### src/rtl/mem_arbiter.sv
// ---------------------------------------------------------------------------
// mem_arbiter
//   The instruction-fetch port and the mem-stage data port share one
//   single-port memory through this block. It issues each access as a
//   registered bus transaction and returns read data with a one-cycle ready
//   pulse. While either port is waiting it drives the pipeline stall vector.
//   The data port has fixed priority over fetch, because it belongs to the
//   older instruction.
//
// Parameters
//   ADDR_W   address width of both ports and the memory bus
//   DATA_W   data width of both ports and the memory bus
//   TIMEOUT  busy cycles without mem_ack before an access is aborted
//            (0 = wait forever)
//
// Ports
//   clk, rst                  clock; asynchronous active-low reset
//   if_req/if_addr            fetch request (read only), held until if_ready
//   if_rdata/if_ready         fetched word, valid with the one-cycle pulse
//   dm_req/dm_we/dm_sel/
//   dm_addr/dm_wdata          data request, held until dm_ready
//   dm_rdata/dm_ready         read data, valid with the one-cycle pulse
//   bus_err                   pulses with a ready that ended by timeout
//   mem_ce/mem_we/mem_sel/
//   mem_addr/mem_wdata        registered memory bus outputs
//   mem_rdata/mem_ack         memory response
//   stall                     {wb,mem,ex,id,if,pc} hold vector
// ---------------------------------------------------------------------------
module mem_arbiter #(
    parameter int ADDR_W  = 32,
    parameter int DATA_W  = 32,
    parameter int TIMEOUT = 16
) (
    input  logic              clk,
    input  logic              rst,
    input  logic              if_req,
    input  logic [ADDR_W-1:0] if_addr,
    output logic [DATA_W-1:0] if_rdata,
    output logic              if_ready,
    input  logic              dm_req,
    input  logic              dm_we,
    input  logic [3:0]        dm_sel,
    input  logic [ADDR_W-1:0] dm_addr,
    input  logic [DATA_W-1:0] dm_wdata,
    output logic [DATA_W-1:0] dm_rdata,
    output logic              dm_ready,
    output logic              bus_err,
    output logic              mem_ce,
    output logic              mem_we,
    output logic [3:0]        mem_sel,
    output logic [ADDR_W-1:0] mem_addr,
    output logic [DATA_W-1:0] mem_wdata,
    input  logic [DATA_W-1:0] mem_rdata,
    input  logic              mem_ack,
    output logic [5:0]        stall
);

    // The counter only has to reach TIMEOUT-1.
    localparam int CNT_W = (TIMEOUT > 1) ? $clog2(TIMEOUT) : 1;

    typedef enum logic [1:0] {
        IDLE    = 2'd0,
        DM_BUSY = 2'd1,
        IF_BUSY = 2'd2
    } state_t;

    state_t             state;
    logic [CNT_W-1:0]   cnt;
    logic               dm_elig;
    logic               if_elig;
    logic               timeout_hit;

    // A port whose ready is high in this cycle was just served. Masking it
    // stops the still-held request from being issued a second time.
    assign dm_elig = dm_req & ~dm_ready;
    assign if_elig = if_req & ~if_ready;

    assign timeout_hit = (TIMEOUT != 0) && (int'(cnt) == TIMEOUT - 1);

    always_ff @(posedge clk or negedge rst) begin
        if (!rst) begin
            state     <= IDLE;
            cnt       <= '0;
            mem_ce    <= 1'b0;
            mem_we    <= 1'b0;
            mem_sel   <= 4'h0;
            mem_addr  <= '0;
            mem_wdata <= '0;
            dm_rdata  <= '0;
            if_rdata  <= '0;
            dm_ready  <= 1'b0;
            if_ready  <= 1'b0;
            bus_err   <= 1'b0;
        end else begin
            dm_ready <= 1'b0;
            if_ready <= 1'b0;
            bus_err  <= 1'b0;
            case (state)
                IDLE: begin
                    // Any mem_ack seen here is stray and is ignored.
                    cnt <= '0;
                    if (dm_elig) begin
                        state     <= DM_BUSY;
                        mem_ce    <= 1'b1;
                        mem_we    <= dm_we;
                        mem_sel   <= dm_sel;
                        mem_addr  <= dm_addr;
                        mem_wdata <= dm_wdata;
                    end else if (if_elig) begin
                        state     <= IF_BUSY;
                        mem_ce    <= 1'b1;
                        mem_we    <= 1'b0;
                        mem_sel   <= 4'hF;
                        mem_addr  <= if_addr;
                        mem_wdata <= '0;
                    end
                end
                DM_BUSY, IF_BUSY: begin
                    if (mem_ack || timeout_hit) begin
                        // The transaction ends. Going back to IDLE leaves at
                        // least one idle cycle before the next issue.
                        state   <= IDLE;
                        mem_ce  <= 1'b0;
                        mem_we  <= 1'b0;
                        cnt     <= '0;
                        bus_err <= ~mem_ack;
                        if (state == DM_BUSY) begin
                            dm_ready <= 1'b1;
                            if (!mem_ack)
                                dm_rdata <= '0;
                            else if (!mem_we)
                                dm_rdata <= mem_rdata;
                        end else begin
                            if_ready <= 1'b1;
                            if_rdata <= mem_ack ? mem_rdata : '0;
                        end
                    end else begin
                        cnt <= cnt + 1'b1;
                    end
                end
                default: begin
                    state  <= IDLE;
                    mem_ce <= 1'b0;
                    mem_we <= 1'b0;
                end
            endcase
        end
    end

    // The stall vector drops in the ready cycle itself, so the pipeline
    // advances on the same edge at which the requester consumes the data.
    always_comb begin
        stall = 6'b000000;
        if (dm_req & ~dm_ready)
            stall = 6'b011111;
        else if (if_req & ~if_ready)
            stall = 6'b000011;
    end

endmodule

### config.mk
export PLATFORM = sky130hd
export DESIGN_NAME = mem_arbiter
export DESIGN_NICKNAME = d
export VERILOG_FILES = /design/src/rtl/mem_arbiter.sv
export SDC_FILE = /design/constraint.sdc
export NUM_CORES = 1
export LEC_CHECK = 0
export CAP_MARGIN = 25
export CORE_MARGIN = 3
export CORE_UTILIZATION = 41
export CTS_CLUSTER_DIAMETER = 50
export DETAILED_ROUTE_END_ITERATION = 8
export PLACE_DENSITY_LB_ADDON = 0.3
export SETUP_SLACK_MARGIN = 0.2
export SLEW_MARGIN = 0
export SYNTH_ARGS = -nofsm -noshare
export SYNTH_HDL_FRONTEND = slang
export SYNTH_SLANG_ARGS = --single-unit
### constraint.sdc
create_clock -name clk -period 2.3 [get_ports clk]
set_input_delay 0.575 -clock clk [delete_from_list [all_inputs] [get_ports clk]]
set_output_delay 0.575 -clock clk [all_outputs]
set_load 0.01 [all_outputs]
# After elaboration in Yosys (flattened, before gate mapping)
# Cells that the tools add are included.
# word_totals
reg_bits,143
latch_bits,0
ram_bits,0
mem_bits_ro,0
input_bits,138
out_inout_bits,143
word_cells,66
mem_count,0
# classes
addsub,1
mul,0
div_mod_pow,0
order_cmp,0
eq_ne,6
n_shift,0
mux,32
bitwise,6
reduce_logical,9
# ops
cell,n
$mux 32,7
$mux 1,13
$mux 4,3
$mux 2,4
$pmux 4 s2,1
$mux 5,1
$add 4x1->4 const B,1
$eq 4x1->1 const B,1
$ne 2x2->1 const B,2
$not 1->1,4
$pmux 1 s2,2
$pmux 2 s2,1
$reduce_and 2->1,2
$reduce_and 4->1,1
$reduce_bool 2->1,2
$ne 3x3->1 const B,1
$reduce_and 3->1,1
$and 1x1->1,2
$eq 2x1->1 const B,1
$eq 2x2->1 const B,1
$logic_not 2->1,1
$reduce_or 2->1,1
$logic_or 1x1->1,1

# Logic depth before layout (Yosys ltp)
# depth
ltp_word,5
ltp_mapped,7
depth_no_buf,5

# Least setup slack after synthesis
# OpenSTA, ideal clock, no wires.
# synth_path
path_kind,input-to-output
start,input port dm_req
end,output port stall[1]
arrival_ns,1.174
t_required_ns,1.725
setup_slack_ns,0.551
path_stages,5
path_buffers,3
cell_sequence,nand2b_4 > buf_6 > buf_6 > nand2_1 > buf_4
# synth_between
elab_chain_cells,2
# synth_rtl
item,line,rtl
start: declaration,40,"input logic dm_req,"
$and 1x1->1,154,if (dm_req & ~dm_ready)
$mux 5,154,
end: declaration,55,output logic [5:0] stall
# Every way passes these cells.

# Worst setup path in the final report
# layout_path
start,input port dm_req
end,output port stall[3]
# The elaborated chain is that of the path after synthesis.

==> metrics <==
Placed Cells between 800 and 900; pwr dens between 1000 and 1500 nW/um^2; clock edge transition at the registers on the reported setup and hold paths around 0.06 ns; Synth Area per Inst approximately 15 sq um; Switch Pwr 4.25 mW; Initial Util 0.422; Comb power frac 0.460; worst slew pin tran about 0.57 ns; DR vias between 4k and 5k; Tot GR Track Use 0.218; first-pass GRT wire length 27.3 mm; Max VDD drop about 0.82 mV; WS Path Type input pin to primary output; pin count of the biggest net entering global routing 59; mapped cell area 5900 sq um; leading cell type by number of instances after synthesis dfrtp_1; post-synth net total about 540; fraction of registers with async set/reset 1.00; Rel. slew slack 0.623; Layout Cells excl Fill between 800 and 900; Hold WC Path Type input pin to async pin; Rows 43; IO Pins between 200 and 300; routed vias/inst between 5 and 6; dominant synthesized flop cell dfrtp_1; worst-path cell chain clkdlybuf4s50_1, nand2b_4, inv_2, dlygate4sd2_1; Crit-path slowest cell clkdlybuf4s50_1; Longest Clk Path Bufs 2; Final Hold Fails 0; IO Port Bufs 279; slowest cell delay on critical path 0.51 ns; final slew viol count 0; RSZ-0062 raised after global routing yes; Synth cell types 40; drt first pass iters 4; die width roughly 130 um; sequential area share after synthesis 0.606; Layout Nets ~800; area leader, netlist dfrtp_1; Post-synth top cells dfrtp_1, a22o_1, mux2_2; Compound-Gate Fraction of Synth Area 0.171; CORE AREA 14000 sq um; H-Tree Depth 4; root buffer cell clkbuf_16; sequential fraction of design power 0.326; global route overflow 0; post-synthesis register bit count about 140; Switching Share 0.313; Area contributors post-synth dfrtp_1, a22o_1, mux2_4, mux2_2, buf_2; CTS buffer count 17; fillers approximately 1000; per-cell routed wire length approximately 19 um; layout cells sized above 1 0.177; main combinational cell family by area after synthesis compound AO/OA/AOI/OAI gates; worst-path fanout max 4; leakage power 4.22 nW; via count of the first global-routing pass just under 5k; routability cong. just over 0.8; chip height around 130 um; Final Skew 0.0129 ns; internal power a little over 9 mW; top achievable clock speed 0.472 GHz; # diodes 0; critical path launch point type input pin; setup violators final 0; drt total wl around 17 mm; Critical Path AT roughly 1.6 ns; Clock Power Share 0.214; mux contribution to synthesized area 0.140; CTS tree yes; CP required 1.73 ns; Final period util 0.922; Die Area roughly 16000 sq um; antenna-violating nets left 0; post-layout minimum cycle time roughly 2.1 ns; Max Cap Viol 0; Hold Buf Count CTS 0; post-synthesis xor/xnor area fraction 0; Cells after Synth 400; status completed; post-synthesis adder-cell area fraction 0.0106; Sink Count between 100 and 150; WHS around 0.13 ns; simple-gate area share of the yosys netlist 0.0299; post-synth top area share 0.606; initial antenna violation count 0; Synth Warn # 0; Skew-Pair Late Insertion Delay 0.42 ns; number of synthesized flops with an enable pin 0; crit end category primary output; dpl hpwl about 12 mm; Post-route DRC 0; initial DRC count just over 200; Area Overhead vs Synth 61.8%
-- flip-flops by register name, indices dropped and copies added, names as in the netlist --
signal     count
dm_rdata      32
cnt            4
mem_wdata     32
dm_ready       1
if_rdata      32
if_ready       1
mem_addr      32
mem_ce         1
mem_sel        4
mem_we         1
bus_err        1
state          2
-- layout make-up --
type                       instances  area (sq um)  area share
timing repair buffer             295          3000       0.314
tap                              180           225      0.0236
sequential                       143          3580       0.375
clock buffer                      18           439      0.0460
inverter                           6          22.5     0.00236
clock inverter                    14           190      0.0199
multi-input combinational        217          2090       0.219
-- worst paths after layout --
check	start	endpoint	slack, ns	cells after the start
max in group asynchronous	rst	mem_we$_DFFE_PN0P_	1.50	2
hold reg to reg	mem_sel[1]$_DFFE_PN0P_	mem_sel[1]$_DFFE_PN0P_	0.49	1
hold / removal	rst	dm_rdata[25]$_DFFE_PN0P_	0.13	1
setup / recovery	dm_req	stall[3]	0.18	4
setup reg to reg	state[1]$_DFFE_PN0P_	mem_addr[7]$_DFFE_PN0P_	0.47	5
min in group clk	mem_sel[1]$_DFFE_PN0P_	mem_sel[1]$_DFFE_PN0P_	0.49	1
-- metal layers --
| metal | track usage | wire length, um | vias to the layer above |
|---|---|---|---|
| li1 | - | - | 2060 |
| met1 | 0.267 | 6770 | 2262 |
| met2 | 0.366 | 8680 | 198 |
| met3 | 0.0712 | 1220 | 25 |
| met4 | 0.0744 | 342 | 0 |
| met5 | 0 | 0 | - |
-- kinds of logic (layout without fill, tap and decap cells) --
group / count (synthesis) / in the layout
AND/OR/NAND/NOR: 29 / 29
AO/OA/AOI/OAI: 118 / 118
flip-flops: 143 / 143
adder cells (fa/ha/maj): 5 / 5
multiplexers: 64 / 64
buffers and inverters: 40 / 333
other: 1 / 1
-- timing repair --
item | 4_1_cts | 5_1_grt
setup buffers | 0 | 0
gates resized for setup | 5 | 4
hold endpoints to repair | 0 | 0
endpoints found under the setup margin | 5 | 6
-- cells in the final DEF, fill, tap and decap left out, types with 5 or more instances in the layout --
master / n
buf_4: 9
clkbuf_16: 17
clkdlybuf4s50_1: 273
mux2_2: 36
nand2_1: 6
ha_1: 5
buf_12: 7
o22a_1: 5
a22o_1: 96
mux2_4: 28
dfrtp_1: 142
inv_1: 5
-- power by group through the flow --
stage / Combinational (mW) / Sequential [mW] / Clock, mW
2_1_floorplan: 2.41 / 4.91 / 0
3_3_place_gp: 6.15 / 4.40 / 0
3_5_place_dp: 6.29 / 4.43 / 0
4_1_cts: 6.31 / 4.42 / 2.97
5_1_grt: 6.62 / 4.58 / 3.07
6_report: 6.24 / 4.42 / 2.91
-- worst max-delay path: cells and delay by family --
kind,cells,cell delay (ns)
buffers and inverters,3,0.88
AND/OR/NAND/NOR,1,0.08
-- through the flow --
step	TNS, ns	power [mW]	setup slack [ns]	instance area (sq um)	util
3_3_place_gp	-0.495	10.5	-0.131	8920	0.638
5_1_grt	0	14.3	0.149	9550	0.683
4_1_cts	0	13.7	0.126	9550	0.682
2_1_floorplan	0	7.32	0.551	5900	-
3_5_place_dp	-0.600	10.7	-0.152	8920	0.638
6_report	0	13.6	0.179	9550	0.683
Note: power is estimated with default switching activity, not from simulation.
